`config.mk`:
```
export PLATFORM = sky130hd
export DESIGN_NAME = al_bw_streamer_flat
export DESIGN_NICKNAME = d
export VERILOG_FILES = /design/src/rtl/al_bw_streamer_pkg.sv /design/src/rtl/al_bw_streamer_if.sv /design/src/rtl/al_bw_streamer_out.sv /design/src/rtl/al_bw_streamer.sv /design/src/flat_wrapper.sv
export SDC_FILE = /design/constraint.sdc
export NUM_CORES = 1
export LEC_CHECK = 0
export BUFFER_PORTS_ARGS = -buffer_cell sky130_fd_sc_hd__buf_2
export CORE_AREA = 2 2 135 137
export CTS_CLUSTER_SIZE = 12
export DETAILED_ROUTE_END_ITERATION = 10
export DIE_AREA = 0 0 137 139
export GPL_TIMING_DRIVEN = 1
export PLACE_DENSITY = 0.87
export SYNTH_ARGS = -nofsm -noshare
export SYNTH_HDL_FRONTEND = slang
export SYNTH_HIERARCHICAL = 1
export SYNTH_SLANG_ARGS = --single-unit
```
`constraint.sdc`:
```
create_clock -name clk -period 5.35 [get_ports clk]
set_clock_uncertainty 0.05 [all_clocks]
set_input_delay 0.2675 -clock clk [delete_from_list [all_inputs] [get_ports clk]]
set_output_delay 0.2675 -clock clk [all_outputs]
set_load 0.05 [all_outputs]
```
`src/rtl/al_bw_streamer_pkg.sv`:
```
// Shared types for the activation-loader to column-buffer streamer.
package al_bw_streamer_pkg;

    localparam int AL_ARRAY_WIDTH = 16;
    localparam int AL_QSIZE       = 8;
    localparam int AL_LEN_W       = 16;
    localparam int AL_STATE_WIDTH = 4;

    typedef enum logic [1:0] {
        IDLE   = 2'd0,
        STREAM = 2'd1,
        DONE   = 2'd2
    } AlStreamState;

    typedef struct packed {
        logic [AL_LEN_W-1:0]       len;
        logic                      bank;
        logic [AL_ARRAY_WIDTH-1:0] mask;
    } AlStreamCmd;

endpackage

```
`src/rtl/al_bw_streamer_if.sv`:
```
// Source beat stream plus the per-lane column-buffer bus (data/valid, two ready banks).
interface al_bw_streamer_if
    import al_bw_streamer_pkg::*;
#(
    parameter int ARRAY_WIDTH = AL_ARRAY_WIDTH,
    parameter int QSIZE       = AL_QSIZE
);
    logic [ARRAY_WIDTH-1:0][QSIZE-1:0] src_data;
    logic                              src_valid;
    logic                              src_ready;
    logic [ARRAY_WIDTH-1:0][QSIZE-1:0] al_bw_data;
    logic [ARRAY_WIDTH-1:0]            al_bw_valid;
    logic [ARRAY_WIDTH-1:0]            al_bw_ready0;
    logic [ARRAY_WIDTH-1:0]            al_bw_ready1;

    modport master (
        input  src_data, src_valid, al_bw_ready0, al_bw_ready1,
        output src_ready, al_bw_data, al_bw_valid
    );

    modport slave (
        output src_data, src_valid, al_bw_ready0, al_bw_ready1,
        input  src_ready, al_bw_data, al_bw_valid
    );
endinterface

```
`src/rtl/al_bw_streamer_out.sv`:
```
// Held-beat output register: one beat broadcast to the masked lanes, released only
// when every masked lane's selected bank is ready.
module al_bw_out_stage
    import al_bw_streamer_pkg::*;
#(
    parameter int ARRAY_WIDTH = AL_ARRAY_WIDTH,
    parameter int QSIZE       = AL_QSIZE
) (
    input  logic                              clk,
    input  logic                              rstn,
    input  logic                              clear,
    input  logic                              load,
    input  logic                              bank,
    input  logic [ARRAY_WIDTH-1:0]            mask,
    input  logic [ARRAY_WIDTH-1:0]            ready0,
    input  logic [ARRAY_WIDTH-1:0]            ready1,
    input  logic [ARRAY_WIDTH-1:0][QSIZE-1:0] load_data,
    output logic                              out_full,
    output logic                              fire,
    output logic [ARRAY_WIDTH-1:0]            lane_valid,
    output logic [ARRAY_WIDTH-1:0][QSIZE-1:0] lane_data
);
    logic [ARRAY_WIDTH-1:0] lane_ok;

    for (genvar i = 0; i < ARRAY_WIDTH; i++) begin : g_lane
        logic             v_q;
        logic [QSIZE-1:0] d_q;

        assign lane_ok[i] = ~mask[i] | (bank ? ready1[i] : ready0[i]);

        // Unmasked lanes latch zero so they never show stale data.
        always_ff @(posedge clk) begin
            if (rstn || clear) begin
                v_q <= 1'b0;
                d_q <= '0;
            end else if (load) begin
                v_q <= mask[i];
                d_q <= mask[i] ? load_data[i] : '0;
            end else if (fire) begin
                v_q <= 1'b0;
            end
        end

        assign lane_valid[i] = v_q;
        assign lane_data[i]  = d_q;
    end

    assign fire = out_full & (&lane_ok);

    always_ff @(posedge clk) begin
        if (rstn || clear)
            out_full <= 1'b0;
        else if (load)
            out_full <= 1'b1;
        else if (fire)
            out_full <= 1'b0;
    end

endmodule

```
`src/rtl/al_bw_streamer.sv`:
```
// Activation-loader transmit end: runs one command at a time, pulling source beats
// and broadcasting each to the masked column lanes on the selected ready bank.
module al_bw_streamer
    import al_bw_streamer_pkg::*;
#(
    parameter int ARRAY_WIDTH = AL_ARRAY_WIDTH,
    parameter int QSIZE       = AL_QSIZE,
    parameter int LEN_W       = AL_LEN_W,
    parameter int STATE_WIDTH = AL_STATE_WIDTH
) (
    input  logic                   clk,
    input  logic                   rstn,
    input  logic                   cmd_valid,
    output logic                   cmd_ready,
    input  logic [LEN_W-1:0]       cmd_len,
    input  logic                   cmd_bank,
    input  logic [ARRAY_WIDTH-1:0] cmd_mask,
    input  logic                   abort,
    al_bw_streamer_if.master       bus,
    output logic                   done,
    output logic [STATE_WIDTH-1:0] o_stateport_al
);
    AlStreamState     state;
    AlStreamCmd       cmd_q;
    logic [LEN_W-1:0] issued;
    logic [LEN_W-1:0] sent;
    logic             out_full;
    logic             fire;
    logic             src_ready;
    logic             accept;
    logic             streaming;
    logic             last_fire;

    assign streaming = (state == STREAM);
    // Take a new beat only if the register is empty or emptying this cycle.
    assign src_ready = streaming & (issued < cmd_q.len) & (~out_full | fire);
    assign accept    = bus.src_valid & src_ready;
    assign last_fire = fire & (sent == cmd_q.len - LEN_W'(1));

    assign bus.src_ready  = src_ready;
    assign cmd_ready      = (state == IDLE);
    assign done           = (state == DONE);
    assign o_stateport_al = STATE_WIDTH'({state, out_full, cmd_q.bank});

    al_bw_out_stage #(
        .ARRAY_WIDTH (ARRAY_WIDTH),
        .QSIZE       (QSIZE)
    ) u_out (
        .clk        (clk),
        .rstn       (rstn),
        .clear      (streaming & abort),
        .load       (accept),
        .bank       (cmd_q.bank),
        .mask       (cmd_q.mask),
        .ready0     (bus.al_bw_ready0),
        .ready1     (bus.al_bw_ready1),
        .load_data  (bus.src_data),
        .out_full   (out_full),
        .fire       (fire),
        .lane_valid (bus.al_bw_valid),
        .lane_data  (bus.al_bw_data)
    );

    always_ff @(posedge clk) begin
        if (rstn) begin
            state  <= IDLE;
            cmd_q  <= '0;
            issued <= '0;
            sent   <= '0;
        end else begin
            case (state)
                IDLE: begin
                    if (cmd_valid) begin
                        cmd_q.len  <= cmd_len;
                        cmd_q.bank <= cmd_bank;
                        cmd_q.mask <= cmd_mask;
                        issued     <= '0;
                        sent       <= '0;
                        state      <= (cmd_len == '0) ? DONE : STREAM;
                    end
                end
                STREAM: begin
                    if (abort) begin
                        state <= IDLE;
                    end else begin
                        if (accept)
                            issued <= issued + LEN_W'(1);
                        if (fire)
                            sent <= sent + LEN_W'(1);
                        if (last_fire)
                            state <= DONE;
                    end
                end
                DONE:    state <= IDLE;
                default: state <= IDLE;
            endcase
        end
    end

endmodule

```
`src/flat_wrapper.sv`:
```
// flat-port wrapper written by rule: the top's interface ports become plain ports
module al_bw_streamer_flat import al_bw_streamer_pkg::*;
#(
    parameter int ARRAY_WIDTH = AL_ARRAY_WIDTH,
    parameter int QSIZE       = AL_QSIZE,
    parameter int LEN_W       = AL_LEN_W,
    parameter int STATE_WIDTH = AL_STATE_WIDTH
)
  (clk, rstn, cmd_valid, cmd_ready, cmd_len, cmd_bank, cmd_mask, abort, done, o_stateport_al, bus_src_data, bus_src_valid, bus_al_bw_ready0, bus_al_bw_ready1, bus_src_ready, bus_al_bw_data, bus_al_bw_valid);
  al_bw_streamer_if #(.ARRAY_WIDTH(ARRAY_WIDTH), .QSIZE(QSIZE)) bus_i ();
  input  logic clk;
  input  logic rstn;
  input  logic cmd_valid;
  output logic cmd_ready;
  input  logic [LEN_W-1:0] cmd_len;
  input  logic cmd_bank;
  input  logic [ARRAY_WIDTH-1:0] cmd_mask;
  input  logic abort;
  output logic done;
  output logic [STATE_WIDTH-1:0] o_stateport_al;
  input wire logic [$bits(bus_i.src_data)-1:0] bus_src_data;
  input wire logic [$bits(bus_i.src_valid)-1:0] bus_src_valid;
  input wire logic [$bits(bus_i.al_bw_ready0)-1:0] bus_al_bw_ready0;
  input wire logic [$bits(bus_i.al_bw_ready1)-1:0] bus_al_bw_ready1;
  output wire logic [$bits(bus_i.src_ready)-1:0] bus_src_ready;
  output wire logic [$bits(bus_i.al_bw_data)-1:0] bus_al_bw_data;
  output wire logic [$bits(bus_i.al_bw_valid)-1:0] bus_al_bw_valid;
  assign bus_i.src_data = bus_src_data;
  assign bus_i.src_valid = bus_src_valid;
  assign bus_i.al_bw_ready0 = bus_al_bw_ready0;
  assign bus_i.al_bw_ready1 = bus_al_bw_ready1;
  assign bus_src_ready = bus_i.src_ready;
  assign bus_al_bw_data = bus_i.al_bw_data;
  assign bus_al_bw_valid = bus_i.al_bw_valid;
  al_bw_streamer #(.ARRAY_WIDTH(ARRAY_WIDTH), .QSIZE(QSIZE), .LEN_W(LEN_W), .STATE_WIDTH(STATE_WIDTH)) u_core (.clk(clk), .rstn(rstn), .cmd_valid(cmd_valid), .cmd_ready(cmd_ready), .cmd_len(cmd_len), .cmd_bank(cmd_bank), .cmd_mask(cmd_mask), .abort(abort), .bus(bus_i), .done(done), .o_stateport_al(o_stateport_al));
endmodule
```
==> results.ini <==
[die]
initial_core_util_pct=52.05
core_um2=17660
die_x_um=137
rows=49
dieArea_um2=19040
die_h_um=139
ios=349

[final_layout]
final_cell_mix=348 x buf_2, 212 x dfxtp_1, 162 x nor2_1
nNetsFinal=1712
area_growth_pct=42.24
post-route-util_pct=74.04
layout_commonest_cell=buf_2
drive_gt1_share_pct=27.60

[flow_run]
maxCapViolCount=0

[cts]
htree_levels=1
cts.sinks=212
path_clk_slew_ps=70
clock_latency_ps=500
post_cts.repair.setup_buffers=0
clk_path_buf_depth=3
cts_tree=built
cts_buffers=23
clockRootBuffer=clkbuf_16

[synth]
async_reset_ff_share_pct=0
yosysUniqueCellTypes=65
ys_seq_elements=212
yosysSeqAreaShare_pct=46.17
syn_avg_cell_area_um2=8.671
synth_top_cell_area_share_pct=46.17
ys_warn_count=6
synthCells=1060
syn_nets=1276
synth_top_flop_cell=dfxtp_1
synth.largest_area_cell=dfxtp_1
synth_edf_count=0
synth_area_leaders=dfxtp_1 46%, a22oi_1 11%, nor2_1 6.6%
syn_area_um2=9191

[worst_setup_path]
timing_worst_setup_path_type=flip-flop to flip-flop
rrSetupSlack_ps=670
crit_required_ps=5650
slowest_delay_ps=880
cp-start-kind=flip-flop
worstPathArrival_ps=4980
cp_max_fo=82
cp_num_buf_inv=4
slowest_stage=dfxtp_1
endpoint_kind=flip-flop
path_cells=buf_4, mux2i_1, a22oi_1, nand2_2, nor3_4, inv_1, a221oi_2, o21ai_0, nor3_1, and3_1, inv_4, buf_4, a22oi_1, nor2_1
path_delay_family=buffers and inverters

[routing]
dr.pass1.iters=5
postRouteAntennaNets=0
via_per_inst=5.890
wl_um=36550
detail_route.wl_per_cell_um=20.86
drt-initial-drc-count=1104
drc=0
vias=10320

[sta]
drv_slew=0
fin_crit_ps=4683
fin_hold_ws_ps=0.8653
setup_violations=0
hold_viol=0
period_share_pct=87.54
maxSlewHeadroom_pct=39.40
setup_tns_ps=0
maxClockFrequency_mhz=213.5
tightest_slew_ps=909.0
rsz0062_at_grt=false

[power_and_ir_drop]
power.leakage_nw=5.610
worst_ir_drop_vdd_uv=240.0
power.density_nw_per_um2=282.9
p_total_mw=3.698

[placement]
portBuffers=348
place_congestion=0.9067
hpwl_um=22400

[grt]
grt_max_degree=83
track_usage_pct=37.83
grt_pass1_wl_um=56230
antenna_found_initial=16
grt_pass1_vias=10020
grt_overflow_total=0

[outcome]
run_status=complete, no violations

[hold_path]
hold_path_class=primary input to flip-flop

[synthesized netlist by cell type, drive strengths merged (2+ instances only)]
library cell / n
a21o: 2
o21ai: 17
a211oi: 17
a21oi: 76
nand3: 15
and2b: 2
nand2: 114
o221a: 2
dfxtp: 212
or2: 3
a31o: 2
buf: 42
nand2b: 5
xnor2: 19
xor2: 19
nand4: 10
clkbuf: 52
mux2i: 15
a31oi: 2
or3: 14
nor2: 163
nor3: 11
nor2b: 2
and3: 8
or4: 4
ha: 18
and2: 19
a32o: 2
inv: 24
o211ai: 3
a22oi: 134
o22ai: 2
nor4: 9
nand3b: 3
o31ai: 4
[logic make-up (layout without fill, tap and decap cells)]
logic type | after synthesis | after routing | synth area share (%)
AND/OR/NAND/NOR | 385 | 385 | 18.99
AO/OA/AOI/OAI | 274 | 274 | 21.06
flip-flops | 212 | 212 | 46.17
buffers and inverters | 118 | 565 | 6.071
XOR/XNOR | 38 | 38 | 3.621
adder cells (fa/ha/maj) | 18 | 18 | 2.450
multiplexers | 15 | 15 | 1.633
other | 0 | 16 | 0
[timing repair]
action                    4_1_cts  5_1_grt
hold endpoints to repair      149        0
gates resized for setup         0        0
hold buffers                  149        0
[area by class of cell]
type	instances	area (um2)
Antenna cell	16	40.04
Sequential cell	212	4244
Tap cell	229	286.5
Inverter	24	92.59
Clock inverter	6	83.83
Clock buffer	30	641.9
Timing Repair Buffer	505	3293
Fill cell	1199	4583
Multi-Input combinational cell	730	4392
[per-layer routing]
metal	track usage, %	routed length, um	vias up
met3	14.73	3799	220
met1	41.81	12780	4798
li1	-	-	4604
met4	23.22	2326	10
met5	0	66	-
met2	60.64	17570	688
[through the flow]
stage          std cells  area (um2)  worst slack, ps
3_3_place_gp        1551       10820             1055
4_1_cts             1736       13030            864.7
2_1_floorplan       1060        9191             2099
6_report            1752       13070            666.9
5_1_grt             1743       13050            398.1
3_5_place_dp        1551       10820            873.9
[power by group]
group / internal [mW] / leakage [nW] / switching (mW)
Clock: 0.932 / 0.360 / 0.638
Combinational: 0.217 / 3.54 / 0.276
Sequential: 1.60 / 1.71 / 0.0322
[worst register-to-register path: cells and delay by family (launching register included)]
kind,cells,cell delay (ps)
compound gates,4,1080
buf+inv,4,1260
flops,1,880
mux,1,90
simple gates,5,1180
[state kept, by name, indices dropped and copies added (netlist names)]
| name | flops |
|---|---|
| u_core/u_out/g_lane.d_q | 128 |
| u_core/cmd_q | 32 |
| u_core/issued | 16 |
| u_core/sent | 16 |
| u_core/u_out/g_lane.v_q | 16 |
| u_core/state | 2 |
| u_core/o_stateport_al | 1 |
| u_core/u_out/out_full | 1 |
[worst paths after layout]
kind	startpoint	end	cells after the start
max	u_core/o_stateport_al[0]$_SDFFE_PP0P_	u_core/u_out/g_lane[0].d_q[2]$_SDFFE_PP0P_	14
min	bus_src_data[63]	u_core/u_out/g_lane[7].d_q[7]$_SDFFE_PP0P_	3
max reg2reg	u_core/o_stateport_al[0]$_SDFFE_PP0P_	u_core/u_out/g_lane[0].d_q[2]$_SDFFE_PP0P_	14
min reg2reg	u_core/cmd_q[5]$_SDFFE_PP0P_	u_core/cmd_q[5]$_SDFFE_PP0P_	2
Note: power is estimated with default switching activity, not from simulation.
